## src/rtl/gate_id_pkg.sv

```systemverilog
// Shared constants for the gate identifier: result codes, FSM encoding,
// the two-input gate truth table and small mask helpers.
package gate_id_pkg;

  localparam logic [3:0] GID_AND   = 4'd0;
  localparam logic [3:0] GID_NAND  = 4'd1;
  localparam logic [3:0] GID_OR    = 4'd2;
  localparam logic [3:0] GID_NOR   = 4'd3;
  localparam logic [3:0] GID_XOR   = 4'd4;
  localparam logic [3:0] GID_XNOR  = 4'd5;
  localparam logic [3:0] GID_INV   = 4'd6;
  localparam logic [3:0] GID_BUF   = 4'd7;
  localparam logic [3:0] GID_AMBIG = 4'hE;
  localparam logic [3:0] GID_NONE  = 4'hF;

  typedef enum logic [1:0] {
    ST_IDLE    = 2'd0,
    ST_COLLECT = 2'd1,
    ST_DONE    = 2'd2
  } state_e;

  // Entry {a,b} holds every gate's output for that input pair, bit i = gate code i.
  localparam logic [3:0][7:0] GATE_TT = {8'hA5, 8'h96, 8'h56, 8'h6A};

  function automatic logic [3:0] popcount8(input logic [7:0] v);
    logic [3:0] c;
    c = 4'd0;
    for (int i = 0; i < 8; i++) begin
      c = c + {3'd0, v[i]};
    end
    return c;
  endfunction

  function automatic logic [3:0] onehot_index8(input logic [7:0] v);
    logic [3:0] idx;
    idx = GID_NONE;
    for (int i = 0; i < 8; i++) begin
      if (v[i]) begin
        idx = 4'(i);
      end
    end
    return idx;
  endfunction

endpackage

```

## src/rtl/gate_consistency.sv

```systemverilog
// Combinational consistency vector: bit i is set when gate code i, driven
// with (a_i,b_i), would have produced the observed y_i.
module gate_consistency
  import gate_id_pkg::*;
(
  input  logic       a_i,
  input  logic       b_i,
  input  logic       y_i,
  output logic [7:0] cons_o
);

  logic [7:0] gate_y_s;

  and  u_and  (gate_y_s[GID_AND[2:0]],  a_i, b_i);
  nand u_nand (gate_y_s[GID_NAND[2:0]], a_i, b_i);
  or   u_or   (gate_y_s[GID_OR[2:0]],   a_i, b_i);
  nor  u_nor  (gate_y_s[GID_NOR[2:0]],  a_i, b_i);
  xor  u_xor  (gate_y_s[GID_XOR[2:0]],  a_i, b_i);
  xnor u_xnor (gate_y_s[GID_XNOR[2:0]], a_i, b_i);
  not  u_inv  (gate_y_s[GID_INV[2:0]],  a_i);
  buf  u_buf  (gate_y_s[GID_BUF[2:0]],  a_i);

  assign cons_o = ~(gate_y_s ^ {8{y_i}});

endmodule

```

## src/rtl/gate_identifier.sv

```systemverilog
// Black-box classifier for the two-input gate library: narrows a candidate
// mask from (a,b,y) samples. Optional conflict detection under GATE_ID_CONFLICT_EN.
module gate_identifier
  import gate_id_pkg::*;
#(
  parameter int unsigned MAX_SAMPLES = 16,
  parameter int unsigned CNT_W       = 8
) (
  input  logic             clk_in,
  input  logic             rst_in,
  input  logic             start_in,
  input  logic             valid_in,
  output logic             ready_out,
  input  logic             a_in,
  input  logic             b_in,
  input  logic             y_in,
  output logic             busy_out,
  output logic             done_out,
  output logic [3:0]       gate_id_out,
  output logic [7:0]       match_mask_out,
  output logic [3:0]       coverage_out,
  output logic [CNT_W-1:0] sample_cnt_out,
  output logic             error_out
`ifdef GATE_ID_CONFLICT_EN
  ,
  output logic             conflict_out
`endif
);

  state_e           state_q, state_d;
  logic [7:0]       mask_q, mask_d;
  logic [3:0]       cov_q, cov_d;
  logic [CNT_W-1:0] cnt_q, cnt_d;
  logic [3:0]       id_q, id_d;
  logic             err_q, err_d;
  logic             ready_q, busy_q, done_q;
  logic             conf_q, conf_d;
  logic             accept_s, conflict_s;
  logic [1:0]       combo_s;
  logic [3:0]       sel_s;
  logic [7:0]       cons_s;

  gate_consistency u_cons (
    .a_i    (a_in),
    .b_i    (b_in),
    .y_i    (y_in),
    .cons_o (cons_s)
  );

  assign accept_s = valid_in && ready_q;
  assign combo_s  = {a_in, b_in};
  assign sel_s    = 4'b0001 << combo_s;

`ifdef GATE_ID_CONFLICT_EN
  logic [3:0] ytab_q, ytab_d;

  // A covered combination seen again with a different y is a contradiction.
  assign conflict_s = ((cov_q & sel_s) != 4'h0) && (ytab_q[combo_s] != y_in);

  always_comb begin
    ytab_d = ytab_q;
    if (state_q == ST_COLLECT && accept_s) begin
      ytab_d = (ytab_q & ~sel_s) | (y_in ? sel_s : 4'h0);
    end else if (state_q != ST_COLLECT && start_in) begin
      ytab_d = 4'h0;
    end else begin
      ytab_d = ytab_q;
    end
  end

  always_ff @(posedge clk_in) begin
    if (rst_in) begin
      ytab_q <= 4'h0;
    end else begin
      ytab_q <= ytab_d;
    end
  end

  assign conflict_out = conf_q;
`else
  assign conflict_s = 1'b0;
`endif

  always_comb begin
    state_d = state_q;
    mask_d  = mask_q;
    cov_d   = cov_q;
    cnt_d   = cnt_q;
    id_d    = id_q;
    err_d   = err_q;
    conf_d  = conf_q;
    case (state_q)
      ST_IDLE, ST_DONE: begin
        if (start_in) begin
          state_d = ST_COLLECT;
          mask_d  = 8'hFF;
          cov_d   = 4'h0;
          cnt_d   = '0;
          id_d    = GID_NONE;
          err_d   = 1'b0;
          conf_d  = 1'b0;
        end else begin
          state_d = state_q;
        end
      end
      ST_COLLECT: begin
        if (accept_s) begin
          mask_d = mask_q & cons_s;
          cov_d  = cov_q | sel_s;
          cnt_d  = cnt_q + CNT_W'(1);
          // Finish checks look at the post-accept mask and count.
          if (conflict_s) begin
            state_d = ST_DONE;
            id_d    = GID_NONE;
            err_d   = 1'b1;
            conf_d  = 1'b1;
          end else if (popcount8(mask_d) == 4'd1) begin
            state_d = ST_DONE;
            id_d    = onehot_index8(mask_d);
          end else if (mask_d == 8'h00) begin
            state_d = ST_DONE;
            id_d    = GID_NONE;
            err_d   = 1'b1;
          end else if (cnt_d == CNT_W'(MAX_SAMPLES)) begin
            state_d = ST_DONE;
            id_d    = GID_AMBIG;
          end else begin
            state_d = ST_COLLECT;
          end
        end else begin
          state_d = ST_COLLECT;
        end
      end
      default: begin
        state_d = ST_IDLE;
      end
    endcase
  end

  always_ff @(posedge clk_in) begin
    if (rst_in) begin
      state_q <= ST_IDLE;
      mask_q  <= 8'hFF;
      cov_q   <= 4'h0;
      cnt_q   <= '0;
      id_q    <= GID_NONE;
      err_q   <= 1'b0;
      conf_q  <= 1'b0;
      ready_q <= 1'b0;
      busy_q  <= 1'b0;
      done_q  <= 1'b0;
    end else begin
      state_q <= state_d;
      mask_q  <= mask_d;
      cov_q   <= cov_d;
      cnt_q   <= cnt_d;
      id_q    <= id_d;
      err_q   <= err_d;
      conf_q  <= conf_d;
      ready_q <= (state_d == ST_COLLECT);
      busy_q  <= (state_d == ST_COLLECT);
      done_q  <= (state_d == ST_DONE);
    end
  end

  assign ready_out      = ready_q;
  assign busy_out       = busy_q;
  assign done_out       = done_q;
  assign gate_id_out    = id_q;
  assign match_mask_out = mask_q;
  assign coverage_out   = cov_q;
  assign sample_cnt_out = cnt_q;
  assign error_out      = err_q;

endmodule
```

## config.mk

```make
export PLATFORM = sky130hd
export DESIGN_NAME = gate_identifier
export DESIGN_NICKNAME = d
export VERILOG_FILES = /design/src/rtl/gate_id_pkg.sv /design/src/rtl/gate_consistency.sv /design/src/rtl/gate_identifier.sv
export SDC_FILE = /design/constraint.sdc
export NUM_CORES = 1
export LEC_CHECK = 0
export CAP_MARGIN = 25
export CORE_AREA = 2 2 54 66
export CTS_CLUSTER_SIZE = 8
export DETAILED_ROUTE_END_ITERATION = 7
export DIE_AREA = 0 0 56 68
export PLACE_DENSITY_LB_ADDON = 0.25
export SETUP_SLACK_MARGIN = 0.5
export SLEW_MARGIN = 20
export SYNTH_ARGS = -nofsm -noshare
export SYNTH_HDL_FRONTEND = slang
export SYNTH_SLANG_ARGS = --single-unit
```

## constraint.sdc

```tcl
create_clock -name clk_in -period 9.44 [get_ports clk_in]
set_clock_uncertainty 0.2 [all_clocks]
set_input_delay 1.416 -clock clk_in [delete_from_list [all_inputs] [get_ports clk_in]]
set_output_delay 1.416 -clock clk_in [all_outputs]
set_load 0.01 [all_outputs]
```

==> run_results.csv, run 1 <==
group,metric,value,unit
yosys,synth_common_cells,"dfxtp_1 (29), nand2_1 (24), nor2_1 (22)",
drt,dr.pass1.iters,4,
sta,finalCritPeriodShare,65.35,%
clock_tree,ctsResizeCount,0,
floorplan,dieArea,3808,um2
global_route,grt_max_degree,21,
global_route,antenna_found_initial,0,
critical_path,worst-endpoint-required,9400,ps
critical_path,crit_top_cell,"fa_1",
pwr,p_leak,0.8751,nW
pwr,power.density,160.1,nW/um2
yosys,syn_nets,218,
floorplan,start_util,51.44,%
finish,utilization,64.75,%
clock_tree,clockRootBuffer,"clkbuf_8",
critical_path,crit_path_start_kind,"input pin",
sta,max_freq,162.1,MHz
finish,syn_to_final_growth,25.89,%
yosys,synth_top_area_share,35.02,%
clock_tree,cts_buffers,5,
critical_path,r2r-end,"gate_id_out[1]",
finish,diodes,0,
global_route,grt.total_usage,20.11,%
worst_hold_path,holdPathEnd,"coverage_out[0]",
worst_hold_path,hp-class,"flop to flop",
floorplan,core,3223,um2
drt,detail-route-antenna-nets,0,
yosys,synth_edf_count,0,
critical_path,criticalPathCategory,"input pin to flop",
yosys,ys_ff_latch,29,
sta,maxSlewViolCount,0,
yosys,synth.most_common_cell,"dfxtp_1",
drt,drc_errors,0,
worst_hold_path,worstHoldStart,"coverage_out[0]",
sta,max_slew_margin,48.61,%
clock_tree,htreeDepth,2,
yosys,synthDistinctLibCells,38,
sta,setup_viol,0,
clock_tree,cts_tree,"done",
sta,fin_crit,6169,ps
sta,tightest_slew,768.7,ps
critical_path,crit_fanout,4,
clock_tree,cts_buffer_depth,2,
sta,rsz0062_at_grt,"no",
critical_path,ff2ff_setup_slack,5220,ps
placed_design,dpl.hpwl,2651,um
global_route,grt_pass1_wl,5865,um
worst_hold_path,holdPathStages,2,
placed_design,place_congestion,0.8926,
floorplan,fp.dieH,68,um
global_route,gr-total-overflow,0,
floorplan,fp.dieW,56,um
drt,vias_per_cell,5.322,
critical_path,end_kind,"flop",
finish,fin_nets,250,
drt,routed_wl,3588,um
sta,hold_violations,0,
critical_path,cp_cell_sequence,"clkdlybuf4s50_1, inv_1, ha_1, xnor2_1, nand2_1, fa_1, fa_1, fa_1, inv_1, ha_1, inv_1, fa_1, a211oi_1, mux2i_1, or2_2, nor4b_1, a21boi_0, mux2i_1",
clock_tree,clock_sinks,29,
critical_path,r2r-start,"match_mask_out[3]",
critical_path,critPathArrivalTime,6130,ps
yosys,yosysWarnings,0,
yosys,synthFlopType,"dfxtp_1",
floorplan,io_pins,35,
yosys,synth_area_leaders,"dfxtp_1 (35%), ha_1 (7.5%), a21oi_1 (5.4%)",
global_route,grt_pass1_vias,1285,
drt,drt-initial-drc-count,57,
sta,setup_tns,0,ps
yosys,seq_area_frac_synth,35.02,%
run_status,status,"finished clean",
yosys,synth_area,1658,um2
finish,drive_above_1_share,6.087,%
yosys,syn-instance-count,197,
clock_tree,postCtsSetupBuffers,0,
flow_run,drv_cap,0,
yosys,ys_async_sr_fraction,0,%
clock_tree,postCtsHoldBufs,0,
clock_tree,clk_pin_slew,60,ps
critical_path,critical-path-max-stage-delay,580,ps
yosys,avgSynthCellArea,8.415,um2
floorplan,std_cell_rows,23,
placed_design,io_buffers,34,
sta,whs,268.4,ps
drt,vias,1421,
yosys,synth_top_cell_by_area,"dfxtp_1",
critical_path,r2r_cells,14,
critical_path,cp_slowest_cell,"fa_1",
drt,post_drt_wl_per_cell,13.44,um
pwr,ir_drop,0.1190,mV
clock_tree,clock_latency,280,ps
==> cell type report <==
type                    count  area, um2
well taps                  37      46.29
clock buffers               6      72.57
inverters                  14      52.55
fillers                   297       1136
clock inverters             2      10.01
multi-input cells         145      984.7
repair buffers             34      340.3
flip-flops and latches     29      580.6
==> critical path: cells and delay by family <==
family | cells | cell delay, ps
mux | 2 | 210
buf+inv | 4 | 750
fa+ha+maj | 6 | 2220
simple gates | 3 | 790
xor+xnor | 1 | 280
compound gates | 2 | 470
==> where the power goes <==
| group | total, mW | switching [mW] | internal (mW) |
|---|---|---|---|
| combinational | 0.108 | 0.0590 | 0.0490 |
| clock | 0.0978 | 0.0469 | 0.0509 |
| sequential | 0.128 | 0.00256 | 0.126 |
==> registers in the layout (all words and copies together) (netlist names) <==
signal / cells
error_out: 1
gate_id_out: 4
sample_cnt_out: 8
match_mask_out: 8
coverage_out: 4
done_out: 1
busy_out: 1
state_q: 2
==> cells in the final DEF (no fill, tap or decap), types with 3 or more instances in the layout <==
cell,n
o21ai_0,8
nand3_1,7
mux2i_1,8
nand2b_1,5
a21oi_1,18
fa_1,4
nor3_1,3
ha_1,10
xor2_1,5
dfxtp_1,29
inv_1,14
clkbuf_8,5
nand2_1,24
nor2_1,22
xnor2_1,3
clkdlybuf4s50_1,34
and3_1,3
==> per-stage QoR <==
stage               power (mW)  setup slack [ps]  cell area (um2)  cells
detailed placement      0.2387              2971             2004    259
CTS                     0.3378              3248             2087    267
floorplan               0.2139              3915             1658    197
global placement        0.2379              3150             2004    259
global route            0.3576              3000             2087    267
finish                  0.3342              3271             2087    267
==> kinds of logic after synthesis <==
logic type	after synthesis	synth area share [%]
simple gates	77	22.49
buf+inv	23	5.585
flops	29	35.02
fa+ha+maj	14	12.38
xor+xnor	8	4.227
compound gates	38	15.47
mux	8	4.830
==> layer usage <==
metal | wire (um) | track usage (%)
met2 | 1814 | 36.91
met3 | 123 | 5.293
met1 | 1590 | 22.64
met5 | 0 | 0
met4 | 59 | 7.143
==> worst max path at each step <==
stage / start / endpoint / slack (ps)
floorplan: a_in / gate_id_out[1] / 3920
global placement: a_in / gate_id_out[1] / 3150
detailed placement: a_in / gate_id_out[1] / 2970
CTS: a_in / gate_id_out[1] / 3250
global route: a_in / gate_id_out[1] / 3000
finish: a_in / gate_id_out[1] / 3270
Note: power is estimated with default switching activity, not from simulation.
==> inputs of run 2 (changes only) <==
--- a/config.mk
+++ b/config.mk
@@ -6,10 +6,10 @@
 export NUM_CORES = 1
 export LEC_CHECK = 0
 export CAP_MARGIN = 25
-export CORE_AREA = 2 2 54 66
+export CORE_AREA = 2 2 56 69
 export CTS_CLUSTER_SIZE = 8
 export DETAILED_ROUTE_END_ITERATION = 7
-export DIE_AREA = 0 0 56 68
+export DIE_AREA = 0 0 58 71
 export PLACE_DENSITY_LB_ADDON = 0.25
 export SETUP_SLACK_MARGIN = 0.5
 export SLEW_MARGIN = 20
==> constraint.sdc (replaced) <==
create_clock -name clk_in -period 6.25 [get_ports clk_in]
set_clock_uncertainty 0.2 [all_clocks]
set_input_delay 0.9375 -clock clk_in [delete_from_list [all_inputs] [get_ports clk_in]]
set_output_delay 0.9375 -clock clk_in [all_outputs]
set_load 0.01 [all_outputs]
==> run_results.csv, run 2 (synthesized netlist as in run 1, its figures left out) <==
group,metric,value,unit
global_route,gr-total-overflow,0,
worst_hold_path,worstHoldStart,"coverage_out[3]",
global_route,grt_pass1_wl,6396,um
worst_hold_path,holdPathEnd,"coverage_out[3]",
critical_path,ff2ff_setup_slack,2140,ps
drt,dr.pass1.iters,4,
clock_tree,clk_pin_slew,60,ps
critical_path,worst-endpoint-required,6250,ps
drt,vias,1449,
sta,max_freq,183.4,MHz
finish,fin_nets,250,
finish,final_common_cell,"clkdlybuf4s50_1",
sta,finalCritPeriodShare,87.23,%
critical_path,crit_path_start_kind,"input pin",
clock_tree,clock_sinks,29,
critical_path,r2r-end,"gate_id_out[0]",
global_route,grt_max_degree,21,
run_status,status,"finished clean",
clock_tree,cts_buffers,5,
finish,fill_cells,293,
pwr,p_leak,0.8996,nW
sta,setup_viol,0,
pwr,power.density,246.5,nW/um2
critical_path,crit_path_start,"b_in",
critical_path,critPathArrivalTime,5460,ps
floorplan,fp.dieH,71,um
sta,maxSlewViolCount,0,
finish,final_cell_mix,"clkdlybuf4s50_1 (33), dfxtp_1 (29), nand2_1 (23)",
floorplan,std_cell_rows,24,
global_route,grt_pass1_vias,1431,
finish,fin_area,2125,um2
placed_design,placedInstanceArea,2007,um2
clock_tree,clockRootBuffer,"clkbuf_8",
drt,drc_errors,0,
floorplan,core,3483,um2
finish,syn_to_final_growth,28.15,%
sta,worst_slack,798.1,ps
critical_path,r2r-start,"match_mask_out[3]",
placed_design,place_congestion,0.8618,
critical_path,end_kind,"flop",
critical_path,criticalPathCategory,"input pin to flop",
sta,tightest_slew,793.7,ps
floorplan,fp.dieW,58,um
flow_run,drv_cap,0,
sta,rsz0062_at_grt,"no",
finish,diodes,0,
floorplan,dieArea,4118,um2
finish,drive_above_1_share,7.826,%
pwr,ir_drop,0.1599,mV
floorplan,io_pins,35,
placed_design,dpl.hpwl,2717,um
clock_tree,postCtsSetupBuffers,0,
clock_tree,clock_latency,280,ps
sta,setup_tns,0,ps
global_route,antenna_found_initial,0,
worst_hold_path,hp-class,"flop to flop",
critical_path,r2r_cells,14,
critical_path,crit_fanout,4,
floorplan,start_util,47.59,%
drt,drt-initial-drc-count,59,
sta,hold_violations,0,
global_route,grt.total_usage,19.68,%
drt,vias_per_cell,5.387,
placed_design,post-place-ws,224.4,ps
worst_hold_path,holdPathStages,2,
clock_tree,htreeDepth,2,
placed_design,io_buffers,34,
drt,routed_wl,3712,um
clock_tree,cts_buffer_depth,2,
drt,detail-route-antenna-nets,0,
clock_tree,cts_tree,"done",
drt,post_drt_wl_per_cell,13.80,um
sta,max_slew_margin,46.92,%
sta,fin_crit,5452,ps
[run 2: cell count changes in the layout (fill, tap and decap cells not counted), sizes merged]
| cell | before | now |
|---|---|---|
| dlymetal6s2s | 0 | 1 |
| clkdlybuf4s50 | 34 | 33 |
[run 2: worst max-delay path by stage]
stage | end | slack (ps) | cells past startpoint
4_1_cts | gate_id_out[1] | 510 | 18
5_1_grt | gate_id_out[0] | 540 | 18
3_5_place_dp | gate_id_out[1] | 220 | 18
3_3_place_gp | gate_id_out[1] | 440 | 18
2_1_floorplan | gate_id_out[1] | 1200 | 17
6_report | gate_id_out[0] | 800 | 18
[run 2: power by group]
part | total, mW | leakage [nW] | switching (mW) | internal, mW
registers | 0.194 | 0.235 | 0.00393 | 0.190
logic | 0.182 | 0.619 | 0.101 | 0.0818
clock network | 0.147 | 0.0450 | 0.0705 | 0.0769
[run 2: through the flow]
step | hold slack [ps] | power (mW) | std cells | util (%)
final | 270.8 | 0.5237 | 269 | 60.99
after global routing | 312.2 | 0.5592 | 269 | 60.99
after CTS | 275.8 | 0.5123 | 269 | 59.99
after detailed placement | 261.5 | 0.3648 | 261 | 57.61
after global placement | 249.6 | 0.3589 | 261 | 57.61
after floorplan | 296.8 | 0.3231 | 197 | -
[run 2: what timing repair did]
item                       in CTS  in global routing
setup endpoints to repair       0                  8
hold buffers                    0                  0
gates resized for setup         0                  8
hold endpoints to repair        0                  0
[run 2: per-layer routing]
layer,GRT usage (%),vias up,wire [um]
met2,32.32,38,1861
met5,0,-,0
met3,4.570,6,161
met4,7.235,0,68
li1,-,736,-
met1,24.91,669,1621
[run 2: cell type report]
class                           instances  area (um2)  share of cell area, %
Sequential cell                        29       580.6                  27.33
Tap cell                               39       48.80                  2.297
Inverter                               14       52.55                  2.473
Clock buffer                            6       72.57                  3.416
Clock inverter                          2       10.01                 0.4711
Multi-Input combinational cell        145        1017                  47.88
Timing Repair Buffer                   34       342.8                  16.14
[run 2: critical path, cell delays in order]
cell and delay, ps:
clkdlybuf4s50_1 510, inv_1 80, ha_1 230, xnor2_2 250, nand2_2 110, fa_1 570, fa_1 440, fa_1 430
inv_1 60, ha_1 180, inv_1 70, fa_1 410, a211oi_2 210, mux2i_1 110, or2_4 290, o311a_4 140
a21boi_4 220, mux2i_1 210
==> inputs of run 3 (changes only) <==
--- a/config.mk
+++ b/config.mk
@@ -10,6 +10,7 @@
 export CTS_CLUSTER_SIZE = 8
 export DETAILED_ROUTE_END_ITERATION = 7
 export DIE_AREA = 0 0 58 71
+export MAX_ROUTING_LAYER = met4
 export PLACE_DENSITY_LB_ADDON = 0.25
 export SETUP_SLACK_MARGIN = 0.5
 export SLEW_MARGIN = 20
==> constraint.sdc (replaced) <==
create_clock -name clk_in -period 6.25 [get_ports clk_in]
set_clock_uncertainty 0.2 [all_clocks]
set_input_delay 0.625 -clock clk_in [delete_from_list [all_inputs] [get_ports clk_in]]
set_output_delay 0.625 -clock clk_in [all_outputs]
set_load 0.01 [all_outputs]
==> run_results.csv, run 3 (synthesized netlist as in run 1, its figures left out) <==
group,metric,value,unit
finish,diodes,0,
sta,hold_violations,0,
global_route,gr-total-overflow,0,
drt,vias_per_cell,5.396,
sta,whs,266.5,ps
global_route,antenna_found_initial,0,
drt,detail-route-antenna-nets,0,
critical_path,crit_path_start_kind,"input pin",
sta,maxSlewViolCount,0,
critical_path,criticalPathCategory,"input pin to flop",
placed_design,place_congestion,0.8764,
global_route,grt_max_degree,21,
sta,finalCritPeriodShare,85.58,%
drt,post_drt_wl_per_cell,13.65,um
placed_design,post-place-ws,541.0,ps
floorplan,fp.dieW,58,um
worst_hold_path,hp-class,"flop to flop",
clock_tree,clk_pin_slew,60,ps
floorplan,std_cell_rows,24,
floorplan,io_pins,35,
placed_design,dpl.hpwl,2747,um
sta,tightest_slew,752.8,ps
global_route,grt_pass1_vias,1429,
finish,final_common_cell,"clkdlybuf4s50_1",
placed_design,io_buffers,34,
critical_path,path_delay_family,"adder cells",
floorplan,start_util,47.59,%
run_status,status,"finished clean",
finish,final_cell_mix,"clkdlybuf4s50_1 (34), dfxtp_1 (29), nand2_1 (24)",
sta,rsz0062_at_grt,"no",
critical_path,end_kind,"flop",
floorplan,core,3483,um2
global_route,grt_pass1_wl,6423,um
finish,syn_to_final_growth,26.72,%
finish,drive_above_1_share,6.114,%
pwr,p_seq_share,37.3,%
sta,worst_slack,901.2,ps
finish,fin_nets,250,
floorplan,dieArea,4118,um2
sta,setup_viol,0,
pwr,power_frac_clock,29.8,%
floorplan,fp.dieH,71,um
clock_tree,clockRootBuffer,"clkbuf_8",
global_route,grt.total_usage,20.80,%
sta,max_freq,187.0,MHz
clock_tree,cts_tree,"done",
pwr,power.density,247.3,nW/um2
drt,drc_errors,0,
pwr,p_comb_share,32.9,%
drt,dr.pass1.iters,4,
clock_tree,cts_buffer_depth,2,
drt,drt-initial-drc-count,56,
critical_path,crit_fanout,4,
pwr,p_switching,0.1672,mW
sta,setup_tns,0,ps
critical_path,cp_cell_sequence,"clkdlybuf4s50_1, inv_1, ha_1, xnor2_2, nand2_1, fa_1, fa_1, fa_1, inv_1, ha_1, inv_1, fa_1, a211oi_1, mux2i_1, or2_2, nor4b_1, a21boi_0, mux2i_1",
sta,max_slew_margin,49.68,%
critical_path,critPathArrivalTime,5310,ps
pwr,ir_drop,0.1815,mV
clock_tree,clock_sinks,29,
clock_tree,htreeDepth,2,
flow_run,drv_cap,0,
critical_path,cp_num_buf_inv,4,
pwr,p_int,0.3524,mW
finish,fill_cells,303,
drt,met2_length,1833,um
clock_tree,clock_latency,280,ps
critical_path,critical-path-max-stage-delay,570,ps
clock_tree,cts_buffers,5,
critical_path,cp_slowest_cell,"fa_1",
pwr,sw_frac_of_total,32.18,%
pwr,p_leak,0.8796,nW
critical_path,worst-endpoint-required,6210,ps
critical_path,crit_top_cell,"fa_1",
drt,m1WireLength,1606,um
drt,top_layer_used,"met4",
clock_tree,postCtsHoldBufs,0,
drt,vias,1446,
drt,wl_met3,154,um
sta,fin_crit,5349,ps
drt,routed_wl,3657,um
-- run 3: power by group through the flow --
stage	clock [mW]	sequential (mW)	combinational, mW
6_report	0.155	0.194	0.171
5_1_grt	0.165	0.195	0.198
4_1_cts	0.159	0.194	0.170
3_5_place_dp	0	0.198	0.169
3_3_place_gp	0	0.198	0.161
2_1_floorplan	0	0.199	0.124
-- run 3: worst reg2reg max path: cells and delay by family, from the launching register on --
family                   cells  cell delay, ps
AO/OA/AOI/OAI                2             460
multiplexers                 2             220
AND/OR/NAND/NOR              3             780
flip-flops                   1             370
buffers and inverters        2             120
adder cells (fa/ha/maj)      5            1980
-- run 3: cell type report --
cell class	instances	area (um2)	share of cell area, %
Clock buffer	7	86.33	4.110
Inverter	14	52.55	2.501
Multi-Input combinational cell	145	992.2	47.23
Sequential cell	29	580.6	27.64
Tap cell	39	48.80	2.323
Timing Repair Buffer	34	340.3	16.20
-- run 3: per-layer routing --
metal  GRT usage [%]  vias to the layer above
met5               -                        -
met4           9.302                        0
met3           4.388                        7
met2           33.46                       33
met1           24.69                      673
li1                -                      733
-- run 3: worst paths after layout --
kind | start | endpoint | slack (ps) | cells after the start
hold reg to reg | coverage_out[3] | coverage_out[3] | 270 | 2
setup reg to reg | match_mask_out[3] | gate_id_out[1] | 2010 | 14
hold / removal | coverage_out[3] | coverage_out[3] | 270 | 2
setup / recovery | a_in | gate_id_out[1] | 900 | 18
-- run 3: through the flow --
step | instance area (um2) | utilization, % | power [mW] | std cells
after global placement | 2007 | 57.61 | 0.3589 | 261
after CTS | 2093 | 60.09 | 0.5233 | 268
after detailed placement | 2007 | 57.61 | 0.3666 | 261
after floorplan | 1658 | - | 0.3231 | 197
after global routing | 2101 | 60.31 | 0.5580 | 268
final | 2101 | 60.31 | 0.5196 | 268
-- run 3: timing repair --
action	CTS	global route
setup buffers	0	0
endpoints found under the setup margin	0	2
gates resized for setup	0	1
